[config.mk]
export PLATFORM = sky130hd
export DESIGN_NAME = register_file
export DESIGN_NICKNAME = d
export VERILOG_FILES = /design/src/rtl/register_file.sv
export SDC_FILE = /design/constraint.sdc
export NUM_CORES = 2
export LEC_CHECK = 0
export BUFFER_PORTS_ARGS = -buffer_cell sky130_fd_sc_hd__buf_2
export CORE_MARGIN = 3
export CORE_UTILIZATION = 57
export DETAILED_ROUTE_END_ITERATION = 10
export GPL_TIMING_DRIVEN = 0
export HOLD_SLACK_MARGIN = 0.02
export MAX_ROUTING_LAYER = met4
export PLACE_DENSITY = 0.76
export SYNTH_ARGS = -nofsm -noshare
export SYNTH_HDL_FRONTEND = slang
export SYNTH_SLANG_ARGS = --single-unit
[constraint.sdc]
create_clock -name clk -period 1.9 [get_ports clk]
set_input_delay 0.38 -clock clk [delete_from_list [all_inputs] [get_ports clk]]
set_output_delay 0.38 -clock clk [all_outputs]
set_load 0.02 [all_outputs]
[src/rtl/register_file.sv]
// Multi-ported register file: one write port and two read ports with 1-cycle latency.
// Register 0 is hard-wired to zero, and a read sees a write made on the same edge.
module register_file #(
   parameter int unsigned WORDSIZE = 64,
   parameter int unsigned ADDRSIZE = 5
) (
   input  logic                clk,
   input  logic                reset,
   input  logic                write_enable,
   input  logic [ADDRSIZE-1:0] write_addr,
   input  logic [WORDSIZE-1:0] write_data,
   input  logic                read_en_a,
   input  logic [ADDRSIZE-1:0] read_addr_a,
   output logic [WORDSIZE-1:0] read_data_a,
   output logic                read_valid_a,
   input  logic                read_en_b,
   input  logic [ADDRSIZE-1:0] read_addr_b,
   output logic [WORDSIZE-1:0] read_data_b,
   output logic                read_valid_b
);

   localparam int unsigned NREG = 1 << ADDRSIZE;

   logic [WORDSIZE-1:0] mem_q [NREG];
   logic [WORDSIZE-1:0] mem_d [NREG];
   logic [WORDSIZE-1:0] rd_data_a_q, rd_data_a_d;
   logic [WORDSIZE-1:0] rd_data_b_q, rd_data_b_d;
   logic                rd_valid_a_q, rd_valid_a_d;
   logic                rd_valid_b_q, rd_valid_b_d;
   logic                wr_hit_c;

   assign wr_hit_c = write_enable && (write_addr != '0);

   // Entry 0 is never written, so it stays at its reset value of zero.
   always_comb begin
      mem_d = mem_q;
      if (wr_hit_c) begin
         mem_d[write_addr] = write_data;
      end
   end

   // Read word selection with write-first bypass for a same-edge write.
   always_comb begin
      rd_data_a_d  = rd_data_a_q;
      rd_valid_a_d = 1'b0;
      if (read_en_a) begin
         rd_valid_a_d = 1'b1;
         if (read_addr_a == '0) begin
            rd_data_a_d = '0;
         end else if (wr_hit_c && (write_addr == read_addr_a)) begin
            rd_data_a_d = write_data;
         end else begin
            rd_data_a_d = mem_q[read_addr_a];
         end
      end
   end

   always_comb begin
      rd_data_b_d  = rd_data_b_q;
      rd_valid_b_d = 1'b0;
      if (read_en_b) begin
         rd_valid_b_d = 1'b1;
         if (read_addr_b == '0) begin
            rd_data_b_d = '0;
         end else if (wr_hit_c && (write_addr == read_addr_b)) begin
            rd_data_b_d = write_data;
         end else begin
            rd_data_b_d = mem_q[read_addr_b];
         end
      end
   end

   always_ff @(posedge clk or negedge reset) begin
      if (!reset) begin
         mem_q        <= '{default: '0};
         rd_data_a_q  <= '0;
         rd_data_b_q  <= '0;
         rd_valid_a_q <= 1'b0;
         rd_valid_b_q <= 1'b0;
      end else begin
         mem_q        <= mem_d;
         rd_data_a_q  <= rd_data_a_d;
         rd_data_b_q  <= rd_data_b_d;
         rd_valid_a_q <= rd_valid_a_d;
         rd_valid_b_q <= rd_valid_b_d;
      end
   end

   assign read_data_a  = rd_data_a_q;
   assign read_valid_a = rd_valid_a_q;
   assign read_data_b  = rd_data_b_q;
   assign read_valid_b = rd_valid_b_q;

endmodule
Yosys cells after proc, flatten, opt, wreduce, memory -nomap -nowiden
Index checks and enable logic that the tools add are counted.

$add $sub $neg: 0. $mul: 0. Divide/modulo/power cells: 0. Magnitude comparators: 4. Equal/unequal tests: 2. Shift operators: 0. Multiplexer cells: 15. Bitwise operators: 3. Reductions and logical operators: 7.

Operators by type and width (count): $bwmux 2048 (1); $bmux 64 s5 (2); $mux 64 (9); $demux 64 s5 (1); $ge 6x6->1 const B (3); $not 5->6 (3); $eq 5x5->1 (2); $logic_not 5->1 (2); $lt 6x1->1 const B (1); $reduce_bool 5->1 (1); $logic_and 1x1->1 (4); $mux 1 (2).

Register bits after elaboration: 2178. Bits in latches: 0. Memory bits (writable): 0. Bits in read-only memories: 0. Output and inout port bits: 130. Memories kept: 0.

Depth between registers and ports, before layout
Depth after elaboration: 6. Depth in mapped cells: 10.

Worst setup path after synthesis
OpenSTA, ideal clock, no wires.

Kind: input to register. Start: input port read_addr_a[0]. End: register rd_data_a_q[40] (netlist: read_data_a[40]). Arrival time: 2.119 ns. Required time: 1.774 ns. Slack: -0.345 ns. Stages on the path: 7. Buffers on the path: 3. Path through: buf_4 -> buf_4 -> buf_2 -> mux4_2 -> a211oi_1 -> nor4_1 -> a221o_1.

Word-level cells in the longest chain between the ends: 6. Elaborated cells between the ends (all ways): 9. Those cells by class: eq/ne (1); mux (5); bitwise (1); reduce/logical (2).

Ends and longest elaborated chain: start, declared (line 13) `input logic [ADDRSIZE-1:0] read_addr_a,`; $not 5->6 (implied by the code) (line 53) `rd_data_a_d = mem_q[read_addr_a];`; $bmux 64 s5 (line 53); $mux 64 (implied by the code) (2 in a row) (line 53); $mux 64 (line 50) `end else if (wr_hit_c && (write_addr == read_addr_a)) begin`; $mux 64 (*) (line 48) `if (read_addr_a == '0) begin`; end signal, assigned (line 82) `rd_data_a_q <= rd_data_a_d;`; end, declared (line 26) `logic [WORDSIZE-1:0] rd_data_a_q, rd_data_a_d;`.

Every way passes the cells marked *; elsewhere a longest branch is shown, timed or not. The select of a mux whose other input is x is not followed. A chain may end at the register's enable or synchronous reset.

Worst setup path in the final report
Start: input port write_addr[1]. End: register mem_q[1021] in the netlist's numbering.

Word-level cells in the longest chain between the ends: 6. Elaborated cells between the ends (all ways): 9. Those cells by class: order compare (2); mux (3); bitwise (1); reduce/logical (3).

Ends and longest elaborated chain: start, declared (line 10) `input logic [ADDRSIZE-1:0] write_addr,`; $not 5->6 (implied by the code) (line 38) `mem_d[write_addr] = write_data;`; $ge 6x6->1 (implied by the code) / $lt 6x1->1 (equally long branches) (line 38); $logic_and 1x1->1 (implied by the code) (line 38); $mux 64 (implied by the code) (line 38); $demux 64 s5 (line 38); $bwmux 2048 (line 38); end signal, assigned (line 81) `mem_q <= mem_d;`; end, declared (line 24) `logic [WORDSIZE-1:0] mem_q [NREG];`.

Parallel ways exist; a longest one is shown, timed or not.

==> run_results.csv <==
group,metric,value,unit
cells_and_area,drive_gt1_share,54.0,%
global_routing,grt_pass1_vias,78600,
global_routing,grt_usage,39.3,%
clock_tree,htreeDepth,4,
route,drtIter0Drc,8207,
place,io_buffers,210,
critical_path,cp.arrival,2800,ps
global_routing,grtUsageMet2,57.1,%
critical_path,critPathKind,"in2reg",
critical_path,critPathLaunchType,"primary input",
flow_run,cap_violations,0,
min_path,min-delay-path-class,"in2async",
timing,rsz0062_at_grt,"true",
synth,ys.flop_type,"dfrtp_1",
synth,avgSynthCellArea,15.2,um2
cells_and_area,area_growth,16.5,%
timing,worstMarginPinSlew,1100,ps
route,vias,76300,
die,die_y,450,um
pwr,ir_drop,0.00118,V
place,place_area,119000,um2
timing,fin_skew,55.9,ps
clock_tree,cts_sinks,2178,
synth,async_flop_share,100,%
timing,finalSetupViolations,221,
global_routing,grt_use_met1,48.9,%
critical_path,crit_path_end_kind,"flip-flop",
synth,syn_nets,7457,
pwr,power_density,1060,nW/um2
cells_and_area,design_area,131000,um2
synth,synth_edf_count,0,
global_routing,met3_usage,10.8,%
clock_tree,clk_latency,910,ps
global_routing,grt_max_degree,177,
die,core.rowCount,162,
route,dr.pass1.iters,6,
status,failed_checks,"negative hold slack, negative setup slack",
synth,netlist_instances,7373,
timing,relSlewSlack,26.4,%
place,dp_hpwl,272000,um
route,drcViolationCount,0,
timing,hold_viol,238,
synth,ys_seq_area_share,48.5,%
die,io_pins,214,
timing,finalMaxSlewViolations,0,
synth,synth_seq_cells,2178,
global_routing,grt_pass1_wl,556000,um
critical_path,cp_max_fo,10,
place,globalplace.congestion,0.986,
timing,fin_crit,2040,ps
route,route.final.wire_length,389000,um
clock_tree,ctsRootBufferMaster,"clkbuf_16",
global_routing,overflow,0,
synth,syn_area,112000,um2
route,ant_nets,0,
die,die_x,450,um
timing,fin_crit_sh,107,%
die,start_util,57.5,%
route,viasPerCell,7.05,
clock_tree,cts_made_buffers,226,
timing,worst_slack,-137,ps
synth,ys_types,48,
status,status,"finished with violations",
pwr,p_total,139,mW
synth,synth_warnings,0,
clock_tree,ctsLongestPathBuffers,3,
critical_path,cp.required,2660,ps
clock_tree,path_clk_slew,60,ps
timing,fmax,0.491,GHz
route,wl_per_cell,36.0,um
global_routing,busiest_layer,"met2",
die,dieArea,203000,um2
die,coreArea,195000,um2
pwr,leakage,56.8,nW
global_routing,antenna_found_initial,19,
cells_and_area,fillers,13400,
clock_tree,cts_tree,"done",
timing,holdWs,-513,ps
cells_and_area,fin_nets,8052,
[sequential cells by signal, summed over array words and instances (netlist names)]
| signal | cells |
|---|---|
| read_valid_b | 1 |
| read_valid_a | 1 |
| mem_q | 2048 |
| read_data_b | 64 |
| read_data_a | 64 |
[power by group]
group	internal [mW]	switching [mW]	leakage (nW)
logic	16.6	12.5	25.0
registers	55.1	6.68	27.9
clock network	27.9	19.8	3.97
[layout by cell type (no fill, tap or decap), types with 8 or more instances in the layout]
cell type,instances
diode_2,33
nand2_4,19
nor2_4,19
a211oi_2,96
buf_4,102
buf_6,146
nor4_1,24
a211oi_1,85
dfrtp_1,2143
nand3_1,74
o22a_1,59
buf_12,55
dlygate4sd3_1,68
bufinv_16,27
clkbuf_8,67
mux4_2,987
nor2b_1,195
clkbuf_4,47
clkinv_2,56
buf_16,27
o221ai_2,34
bufbuf_16,8
buf_2,261
clkbuf_1,420
a21oi_1,75
nor4_2,29
nand2_1,128
a22oi_1,34
buf_8,18
o221ai_1,22
mux2i_1,197
dfrtp_2,35
mux2_2,1977
o22ai_1,118
nor4_4,12
mux2_4,10
a221o_1,68
clkbuf_2,88
clkbuf_16,234
[stage by stage]
stage / hold slack, ps / utilization (%) / setup WS (ps) / TNS, ps / instances
after floorplan: 84.4 / - / -212 / -59880 / 7373
after global placement: 452 / 60.5 / -47360 / - / 10200
after detailed placement: 308 / 60.9 / -2380 / -4195060 / 10200
after CTS: -538 / 66.3 / -370 / -48170 / 10800
after global routing: -499 / 67.0 / -96.8 / -2090 / 10800
final: -513 / 67.0 / -137 / -8170 / 10800
[critical path, stage by stage]
cell	delay, ps
buf_2	110
buf_4	170
nor3b_2	590
nand2_4	500
clkbuf_1	590
mux2_2	450
[logic make-up after synthesis]
| group | Yosys count | synth area share [%] |
|---|---|---|
| muxes | 3176 | 41.5 |
| DFF | 2178 | 48.5 |
| and+or+nand+nor | 541 | 2.59 |
| buffers and inverters | 857 | 3.29 |
| xor gates and xnor gates | 10 | 0.0779 |
| AOI/OAI and AO/OA | 611 | 4.07 |
[per-layer routing]
layer  up-vias  routed length [um]
li1      29900                   -
met1     41100              143000
met2      4276              178000
met3      1122               39600
met4         0               28500
met5         -                   0
[path summary, 6_finish.rpt]
check                              start         endpoint  slack, ps  cells past startpoint
setup / recovery           write_addr[1]      mem_q[1021]       -140                      6
hold / removal                     reset      mem_q[1460]       -510                      2
setup reg to reg             mem_q[1149]  read_data_a[61]       -110                      5
hold reg to reg              mem_q[2039]      mem_q[2039]        480                      1
max in group asynchronous          reset      mem_q[1745]        180                      6
min in group clk               read_en_b     read_valid_b        180                      2
[area by class of cell]
class / count / area [um2] / area share (%)
multi-input combinational: 4338 / 55800 / 42.6
timing repair buffer: 372 / 3790 / 2.89
inverter: 2 / 7.51 / 0.00573
sequential: 2178 / 54500 / 41.7
buffer: 850 / 5510 / 4.21
clock inverter: 101 / 1360 / 1.04
clock buffer: 322 / 6630 / 5.06
antenna: 33 / 82.6 / 0.0631
tap: 2624 / 3280 / 2.51
[cell usage after synthesis (2+ instances only)]
master,instances,area (um2)
a2111oi_0,3,26.3
a211oi_1,182,1370
a21oi_1,75,375
a221o_1,68,681
a22oi_1,34,255
and2_1,3,18.8
buf_1,49,184
buf_2,226,1130
buf_4,22,165
buf_6,15,169
clkbuf_1,543,2040
dfrtp_1,2178,54500
mux2_2,1987,22400
mux2i_1,202,2020
mux4_2,987,22200
nand2_1,147,552
nand2b_1,2,12.5
nand3_1,74,370
nand3b_1,4,30.0
nand4_1,2,12.5
nor2_1,15,56.3
nor2_2,12,75.1
nor2b_1,198,1240
nor3_1,3,15.0
nor3b_1,4,30.0
nor4_1,64,400
o21ai_0,3,15.0
o221ai_1,59,517
o22a_1,59,517
o22ai_1,119,744
o31a_1,2,17.5
or2_2,3,18.8
or3_1,3,18.8
or3b_2,4,35.0
xnor2_1,5,43.8
xor2_1,5,43.8
[what timing repair did]
action / 4_1_cts / 5_1_grt
buffers inserted: 24 / 31
hold endpoints to repair: 673 / 200
cloned: 10 / 4
endpoints found under the setup margin: 2819 / 1915
pin swaps: 14 / 27
hold buffers: 67 / 2
resized for setup: 371 / 276
(Power assumes the default switching activity.)
